[config.mk]
export PLATFORM = sky130hd
export DESIGN_NAME = chaos_key_extractor
export DESIGN_NICKNAME = d
export VERILOG_FILES = /design/src/rtl/chaos_pkg.sv /design/src/rtl/key_fifo.sv /design/src/rtl/chaos_key_extractor.sv
export SDC_FILE = /design/constraint.sdc
export NUM_CORES = 1
export LEC_CHECK = 0
export ABC_CLOCK_PERIOD_IN_PS = 2500
export CAP_MARGIN = 40
export CORE_MARGIN = 8
export CORE_UTILIZATION = 25
export DETAILED_ROUTE_END_ITERATION = 16
export HOLD_SLACK_MARGIN = 0.05
export MAX_ROUTING_LAYER = met4
export PLACE_DENSITY_LB_ADDON = 0.2
export SETUP_SLACK_MARGIN = 0.1
export SLEW_MARGIN = 20
export SYNTH_ARGS = -nofsm -noshare
export SYNTH_HDL_FRONTEND = slang
export SYNTH_SLANG_ARGS = --single-unit
[constraint.sdc]
create_clock -name clk -period 2.5 [get_ports clk]
set_input_delay 0.5 -clock clk [delete_from_list [all_inputs] [get_ports clk]]
set_output_delay 0.5 -clock clk [all_outputs]
set_load 0.05 [all_outputs]
[src/rtl/chaos_pkg.sv]
// Shared float-field layout and key types for the chaotic keystream path.
package chaos_pkg;
  localparam int FP_EXP_W      = 8;
  localparam int FP_MAN_W      = 23;
  localparam int FP_BIAS       = 127;
  localparam int KEY_SHIFT_OFS = 118;

  typedef struct packed {
    logic                sign;
    logic [FP_EXP_W-1:0] exp;
    logic [FP_MAN_W-1:0] man;
  } fp32_t;

  typedef logic [7:0] key_t;
endpackage

[src/rtl/key_fifo.sv]
// Synchronous key-byte FIFO; occupancy kept as an explicit counter, head shown as 0 when empty.
module key_fifo
  import chaos_pkg::*;
#(
  parameter  int FIFO_DEPTH = 8,
  localparam int FIFO_AW    = $clog2(FIFO_DEPTH)
) (
  input  logic             clk,
  input  logic             reset,
  input  logic             push,
  input  key_t             din,
  input  logic             pop,
  output key_t             dout,
  output logic [FIFO_AW:0] level,
  output logic             full,
  output logic             empty
);
  localparam logic [FIFO_AW:0] LVL_FULL = FIFO_DEPTH[FIFO_AW:0];

  key_t               mem [FIFO_DEPTH];
  logic [FIFO_AW-1:0] wr_ptr;
  logic [FIFO_AW-1:0] rd_ptr;
  logic               push_ok;
  logic               pop_ok;

  assign full    = (level == LVL_FULL);
  assign empty   = (level == '0);
  assign pop_ok  = pop && !empty;
  assign push_ok = push && (!full || pop_ok);
  assign dout    = empty ? '0 : mem[rd_ptr];

  always_ff @(posedge clk or posedge reset) begin
    if (reset) begin
      wr_ptr <= '0;
      rd_ptr <= '0;
      level  <= '0;
    end else begin
      if (push_ok) wr_ptr <= wr_ptr + 1'b1;
      if (pop_ok)  rd_ptr <= rd_ptr + 1'b1;
      case ({push_ok, pop_ok})
        2'b10:   level <= level + 1'b1;
        2'b01:   level <= level - 1'b1;
        default: level <= level;
      endcase
    end
  end

  always_ff @(posedge clk) begin
    if (push_ok) mem[wr_ptr] <= din;
  end
endmodule

[src/rtl/chaos_key_extractor.sv]
// Float sample -> Q0.32 fraction -> XOR-folded key byte, buffered on a valid/ready stream.
// Optional KEYGEN_STATS_EN adds saturating key_count/drop_count outputs.
module chaos_key_extractor
  import chaos_pkg::*;
#(
  parameter  int PRECISION  = 32,
  parameter  int FIFO_DEPTH = 8,
  localparam int FIFO_AW    = $clog2(FIFO_DEPTH)
) (
  input  logic                 clk,
  input  logic                 reset,
  input  logic                 sawtooth_valid,
  input  logic [PRECISION-1:0] sawtooth_result,
  output logic                 key_tvalid,
  input  logic                 key_tready,
  output key_t                 key_byte,
  output logic [FIFO_AW:0]     fifo_level,
  output logic                 overflow_err,
  output logic                 nan_err,
  input  logic                 clear_err
`ifdef KEYGEN_STATS_EN
  ,
  output logic [31:0]          key_count,
  output logic [15:0]          drop_count
`endif
);

  // Q0.32 fractional part of |x|; integer part and sign are discarded.
  function automatic logic [31:0] frac_of(input logic [FP_EXP_W-1:0] e,
                                          input logic [FP_MAN_W-1:0] man);
    logic signed [9:0] s;
    logic        [9:0] ns;
    logic       [23:0] m;
    logic       [31:0] wide;
    s    = $signed({2'b00, e}) - 10'sd118;
    ns   = 10'(-s);
    m    = {1'b1, man};
    wide = '0;
    if (e == '0)              wide = '0;
    else if (s >= 10'sd32)    wide = '0;
    else if (s >= 10'sd0)     wide = {8'b0, m} << s[4:0];
    else if (ns >= 10'd24)    wide = '0;
    else                      wide = {8'b0, m >> ns[4:0]};
    return wide;
  endfunction

  function automatic key_t fold(input logic [31:0] f);
    return f[31:24] ^ f[23:16] ^ f[15:8] ^ f[7:0];
  endfunction

  fp32_t       smp;
  logic        unused_sign;
  logic        vld_p1;
  logic        bad_p1;
  logic [31:0] frac_p1;
  logic        vld_p2;
  key_t        key_p2;
  logic        pop;
  logic        push;
  logic        drop;
  logic        nan_set;
  logic        fifo_full;
  logic        fifo_empty;

  assign smp         = sawtooth_result;
  assign unused_sign = smp.sign;

  // Stage 1: unpack and align the mantissa
  always_ff @(posedge clk or posedge reset) begin
    if (reset) vld_p1 <= 1'b0;
    else       vld_p1 <= sawtooth_valid;
  end

  always_ff @(posedge clk) begin
    bad_p1  <= (smp.exp == '1);
    frac_p1 <= frac_of(smp.exp, smp.man);
  end

  // Stage 2: fold to a byte; bad samples never request a write
  always_ff @(posedge clk or posedge reset) begin
    if (reset) vld_p2 <= 1'b0;
    else       vld_p2 <= vld_p1 && !bad_p1;
  end

  always_ff @(posedge clk) begin
    key_p2 <= fold(frac_p1);
  end

  assign key_tvalid = !fifo_empty;
  assign pop        = key_tvalid && key_tready;
  assign drop       = vld_p2 && fifo_full && !pop;
  assign push       = vld_p2 && !drop;
  assign nan_set    = vld_p1 && bad_p1;

  key_fifo #(.FIFO_DEPTH(FIFO_DEPTH)) u_fifo (
    .clk   (clk),
    .reset (reset),
    .push  (push),
    .din   (key_p2),
    .pop   (pop),
    .dout  (key_byte),
    .level (fifo_level),
    .full  (fifo_full),
    .empty (fifo_empty)
  );

  // Sticky flags: a coincident set beats clear_err
  always_ff @(posedge clk or posedge reset) begin
    if (reset) begin
      overflow_err <= 1'b0;
      nan_err      <= 1'b0;
    end else begin
      overflow_err <= drop    | (overflow_err & ~clear_err);
      nan_err      <= nan_set | (nan_err      & ~clear_err);
    end
  end

`ifdef KEYGEN_STATS_EN
  logic [31:0] key_base;
  logic [32:0] key_sum;
  logic [15:0] drop_base;
  logic [16:0] drop_sum;

  assign key_base  = clear_err ? '0 : key_count;
  assign drop_base = clear_err ? '0 : drop_count;
  assign key_sum   = {1'b0, key_base} + {32'b0, pop};
  assign drop_sum  = {1'b0, drop_base} + {15'b0, drop} + {15'b0, nan_set};

  always_ff @(posedge clk or posedge reset) begin
    if (reset) begin
      key_count  <= '0;
      drop_count <= '0;
    end else begin
      key_count  <= key_sum[32]  ? '1 : key_sum[31:0];
      drop_count <= drop_sum[16] ? '1 : drop_sum[15:0];
    end
  end
`endif

endmodule
# Yosys cells after proc, flatten, opt, wreduce, memory -nomap -nowiden
# Memories as Yosys holds them, arrays and structs flattened.
# Index checks and enable logic that the tools add are counted.
# W data, S select, Z words.
totals:
  reg_bits: 55
  mem_bits_rw: 64
  in_bits: 37
  output_inout_bits: 15
  elab_cells: 58
  n_memories: 1
memory_table:
  columns: ["memory", "words", "width", "read_ports", "rd_ports_with_merged_regs", "write_ports", "line", "rtl"]
  rows:
  - ["u_fifo.mem", 8, 8, 1, 0, 1, "key_fifo.sv:20", "key_t mem [FIFO_DEPTH];"]
op_classes:
  add_sub_neg: 6
  order_cmp: 3
  eq_ne: 4
  n_shift: 2
  mux: 6
  bitwise: 8
  reduce_logical: 18
ops:
  columns: ["op", "count"]
  rows:
  - ["$mux W32", 1]
  - ["$shl A24 B5 Y32", 1]
  - ["$mux W24", 1]
  - ["$shr A24 B5 Y24", 1]
  - ["$xor A8 B8 Y8", 3]
  - ["$ge A10 B5 Y1 const B", 1]
  - ["$neg A9 Y10", 1]
  - ["$ge A9 B1 Y1 const B", 1]
  - ["$ge A9 B7 Y1 const B", 1]
  - ["$sub A8 B7 Y9 const B", 1]
  - ["$eq A8 B8 Y1 const B", 1]
  - ["$logic_and A1 B1 Y1", 8]
  - ["$logic_not A8 Y1", 1]
  - ["$mux W8", 1]
  - ["$pmux W4 S2", 1]
  - ["$add A3 B1 Y3 const B", 2]
  - ["$logic_not A1 Y1", 5]
  - ["$add A4 B1 Y4 const B", 1]
  - ["$eq A4 B4 Y1 const B", 1]
  - ["$logic_not A4 Y1", 1]
  - ["$sub A4 B1 Y4 const B", 1]
  - ["$and A1 B1 Y1", 2]
  - ["$eq A2 B1 Y1 const B", 1]
  - ["$eq A2 B2 Y1 const B", 1]
  - ["6 further kinds", 8]

# Longest topological paths before layout
depth:
  depth_word: 10
  ltp_mapped: 12
  mapped_depth_nobuf: 11

# Modules after synthesis
# From an unflattened synthesis, not the netlist that was laid out.
unflattened:
  cells_unflattened: 719
  hier_area_um2: 7527.2
modules_own_cells:
  columns: ["module", "instances", "cells_each", "area_per_inst_um2", "seq_area_each_um2"]
  rows:
  - ["chaos_key_extractor", 1, 546, 4425.5, 920.9]
  - ["key_fifo", 1, 173, 3101.7, 2172.1]

# Worst setup path before layout
# No wires, ideal clock.
synth_timing:
  kind: "input to register"
  from: "input port sawtooth_result[23]"
  to: "register frac_p1[6]"
  setup_ns: 0.126
  arrival_time_ns: 2.904
  required_ns: 2.374
  slack_ns: -0.530
  path_stages: 12
  n_path_buf: 5
  cell_sequence: "buf_4 inv_1 buf_2 ha_1 ha_1 buf_2 clkbuf_1 clkbuf_1 mux2i_1 nand2_1 a32oi_1 o22ai_1"
synth_between:
  elab_chain_len: 5
  elab_cells_between_ends: 11
  cone_classes: "add/sub: 2; order compare: 3; shift: 2; mux: 2; reduce/logical: 2"
synth_rtl:
  columns: ["element", "line", "rtl"]
  rows:
  - ["start: declaration", "chaos_key_extractor.sv:13", "input logic [PRECISION-1:0] sawtooth_result,"]
  - ["$sub A8 B7 Y9", "chaos_key_extractor.sv:35", "s = $signed({2'b00, e}) - 10'sd118;"]
  - ["$neg A9 Y10", "chaos_key_extractor.sv:36", "ns = 10'(-s);"]
  - ["$ge A10 B5 Y1 or $shr A24 B5 Y24 (tied branches)", "chaos_key_extractor.sv:42, chaos_key_extractor.sv:43", null]
  - ["$mux W24", "chaos_key_extractor.sv:42", "else if (ns >= 10'd24) wide = '0;"]
  - ["$mux W32", "chaos_key_extractor.sv:41", "else if (s >= 10'sd0) wide = {8'b0, m} << s[4:0];"]
  - ["end signal: assignment", "chaos_key_extractor.sv:76", "frac_p1 <= frac_of(smp.exp, smp.man);"]
  - ["end: declaration", "chaos_key_extractor.sv:55", "logic [31:0] frac_p1;"]
# Parallel ways exist; a longest one is shown, timed or not.
# A chain may end at the register's enable or synchronous reset.

# Worst setup path after layout
layout_timing:
  from: "register u_fifo.rd_ptr[0]"
  to: "output port key_byte[3]"
layout_between:
  elab_chain_len: 2
layout_rtl:
  columns: ["element", "line", "rtl"]
  rows:
  - ["start: declaration", "key_fifo.sv:22", "logic [FIFO_AW-1:0] rd_ptr;"]
  - ["start signal: assignment", "key_fifo.sv:39", "if (pop_ok) rd_ptr <= rd_ptr + 1'b1;"]
  - ["$mem_v2 Z8 W8", null, null]
  - ["$mux W8", "key_fifo.sv:30", "assign dout = empty ? '0 : mem[rd_ptr];"]
  - ["end: declaration", "chaos_key_extractor.sv:16", "output key_t key_byte,"]
# Every way passes these cells.

==> metrics <==
Worst Setup End Kind output pin; critical path class flop to output pin; vias per cell roughly 4.7; n_diodes 0; Slowest Stage Delay on Critical Path ~510 ps; number of global-route vias before repair between 5k and 6k; clock root cell clkbuf_16; Seq/Total Area, Yosys between 40% and 50%; post-route ant nets 0; Final HPWL DP ~16000 um; fin cells about 1.2k; # IOs between 50 and 60; Slowest-stage cell, CP mux4_2; final net count between 800 and 900; GRT Total Usage 12.1%; critical path required time 2000 ps; CP cell instances clkbuf_16, mux4_2, mux2i_1, nor2_2, buf_6; ys flop type edfxtp_1; Filler cells around 3k; Initial Util ~25%; width of the die ~190 um; Synth Area in Compound Gates a little over a tenth; first-pass GRT wire length 33300 um; WL per Instance 17.1 um; max cap viols 0; RSZ-0062 raised after global routing true; total power draw roughly 8.9 mW; cell area after layout 0.0101 sq mm; CP delay by family, top multiplexers; final setup violation count 0; area delta synth->final 37.7%; Die H 188 um; Die ar. 0.0352 sq mm; Clock Latency Late Sink 400 ps; CTS Buf Count 17; pre-CTS setup slack -508 ps; fin worst setup slack between 30 and 40 ps; residual DRC count 0; CP startpoint kind flop; Rows 63; drt initial violations roughly 280; CTS HTree Levels 4; placed cells around 1.2k; largest net degree at the start of global routing 31; top cell type's share of synthesized area roughly a quarter; I/O Buffers 50; Area contributors post-synth edfxtp_1 (26%), mux4_2 (14%), dfxtp_1 (11%), mux2i_1 (6.9%), dfrtp_1 (4.8%); Worst EP arrival about 2000 ps; worst hold path type flop to flop; Final Util between 30% and 40%; total core area between 0.02 and 0.03 sq mm; initial antenna violation count 0; Async S/R FF share, synth 11.8%; GR Overflow Total 0; pwr dens 880 mW/mm^2; DRT Pass-1 Iters 4; fmax approximately 0.41 GHz; ratio of cells with drive above 1 in the final layout 37.7%; mux share of post-synthesis cell area roughly 25%; VDD IR max between 400 and 500 uV; Clock Path Buffers 2; Post-Synth Simple-Gate Area a little under an eighth; Final Hold Fails 0; Placed Area just over 0.009 sq mm; CTS tree built; Synth Area in Adders under 10%; Total Wirelength 20700 um; RD Place Congestion approximately 0.89; P_leak between 3 and 4 nW; largest family of logic cells by synthesized area multiplexers; status completed; Yosys reg bits 119; Avg Cell Area, Syn approximately 12 sq um; XOR/XNOR share of the synthesized area approximately 5.3%; Post-synth EDFFs 64; minimum clock period around 2500 ps; # clock sinks 119; synthesized area approximately 0.0074 sq mm; Max FO, Critical Path 8; Buf/Inv on CP 2; max-slew violations 0; yosys warns 0; routed vias ~5.7k; post-synthesis cell type count 64; Slew @ Worst Pin 692 ps; cells after synthesis around 640; Slew headroom 53.8%; Tcrit/Tclk final 98.5%; largest area contributor in the netlist edfxtp_1; Reg clk slew, reported paths 50 ps; Post-CTS Hold Buffers 0; Syn Nets between 600 and 700; clk_skew approximately 7.6 ps
==> logic make-up after synthesis <==
kind of cell               after synthesis
AOI/OAI and AO/OA                      107
xor gates and xnor gates                41
adders and majority gates               13
buffers and inverters                   59
DFF                                    119
muxes                                  122
and+or+nand+nor                        178
==> flip-flops by register name, summed over array words and instances, names as in the netlist, 3 cells and up <==
name,count
frac_p1,32
u_fifo.wr_ptr,3
u_fifo.rd_ptr,3
u_fifo.mem,64
key_p2,8
u_fifo.level,4
==> cells in the final DEF, fill, tap and decap left out, types with 27 or more instances in the layout <==
| master | netlist | routed |
|---|---|---|
| mux4_2 | 47 | 47 |
| dfxtp_1 | 41 | 41 |
| mux2i_1 | 51 | 45 |
| nor2_1 | 47 | 39 |
| nand2_1 | 74 | 74 |
| edfxtp_1 | 64 | 64 |
| a21oi_1 | 28 | 27 |
| buf_4 | 3 | 133 |
| clkdlybuf4s50_1 | 0 | 38 |
| xnor2_1 | 27 | 27 |
==> through the flow <==
step	TNS (ps)	hold WS [ps]
2_1_floorplan	0	386
3_3_place_gp	-9530	409
3_5_place_dp	-10220	432
4_1_cts	0	447
5_1_grt	-138	471
6_report	0	444
==> area by class of cell <==
type,count,area (sq um),area share (%)
Timing Repair Buffer,192,1690,16.7
Inverter,15,71.3,0.703
Clock buffer,19,433,4.27
Sequential cell,119,3100,30.6
Multi-Input combinational cell,461,4200,41.5
Clock inverter,13,154,1.52
Tap cell,390,488,4.81
==> final timing paths <==
| path | from | endpoint | slack, ps | depth (start not counted) |
|---|---|---|---|---|
| max reg2reg | u_fifo.level[1]$_DFFE_PP0P_ | u_fifo.level[3]$_DFFE_PP0P_ | 310 | 11 |
| max | u_fifo.rd_ptr[0]$_DFFE_PP0P_ | key_byte[3] | 40 | 5 |
| max in group asynchronous | reset | u_fifo.level[2]$_DFFE_PP0P_ | 1630 | 2 |
| min in group asynchronous | reset | nan_err$_DFF_PP0_ | 460 | 2 |
| min reg2reg | bad_p1$_DFF_P_ | vld_p2$_DFF_PP0_ | 440 | 1 |
| min | bad_p1$_DFF_P_ | vld_p2$_DFF_PP0_ | 440 | 1 |
==> cells in the mapped netlist, drive strengths merged, types with 3 or more instances <==
library cell,n
inv,14
nand2,74
o22ai,14
a21o,4
dfxtp,41
o311ai,3
a32oi,4
o32ai,7
mux4,47
o21a,3
nand4,4
a31oi,4
edfxtp,64
nand3,8
a221oi,3
xor2,13
and2,3
a21oi,29
dfrtp,14
nor2,47
mux2i,51
nand2b,7
ha,12
nor3,9
nand3b,3
clkbuf,19
buf,25
nor2b,9
a211oi,9
xnor2,28
o21ai,12
mux2,24
nor4,4
o211ai,4
==> metal layers <==
metal | track usage [%] | share of wire [%] | vias up
met2 | 19.6 | 49 | 139
met5 | - | 0 | -
met1 | 15.4 | 46 | 2754
li1 | - | - | 2734
met3 | 1.93 | 3.2 | 24
met4 | 3.85 | 2.1 | 0
==> timing repair <==
action	in CTS	in global routing
resized for setup	7	24
cloned	0	2
setup buffers	1	6
endpoints found under the hold margin	0	0
pin swaps	0	6
setup endpoints to repair	28	18
==> power breakdown <==
group	internal (mW)	total, mW	switching, mW
logic	1.81	3.84	2.03
registers	2.42	2.70	0.282
clock network	1.56	2.38	0.824
Power figures use the tool's default switching activity.
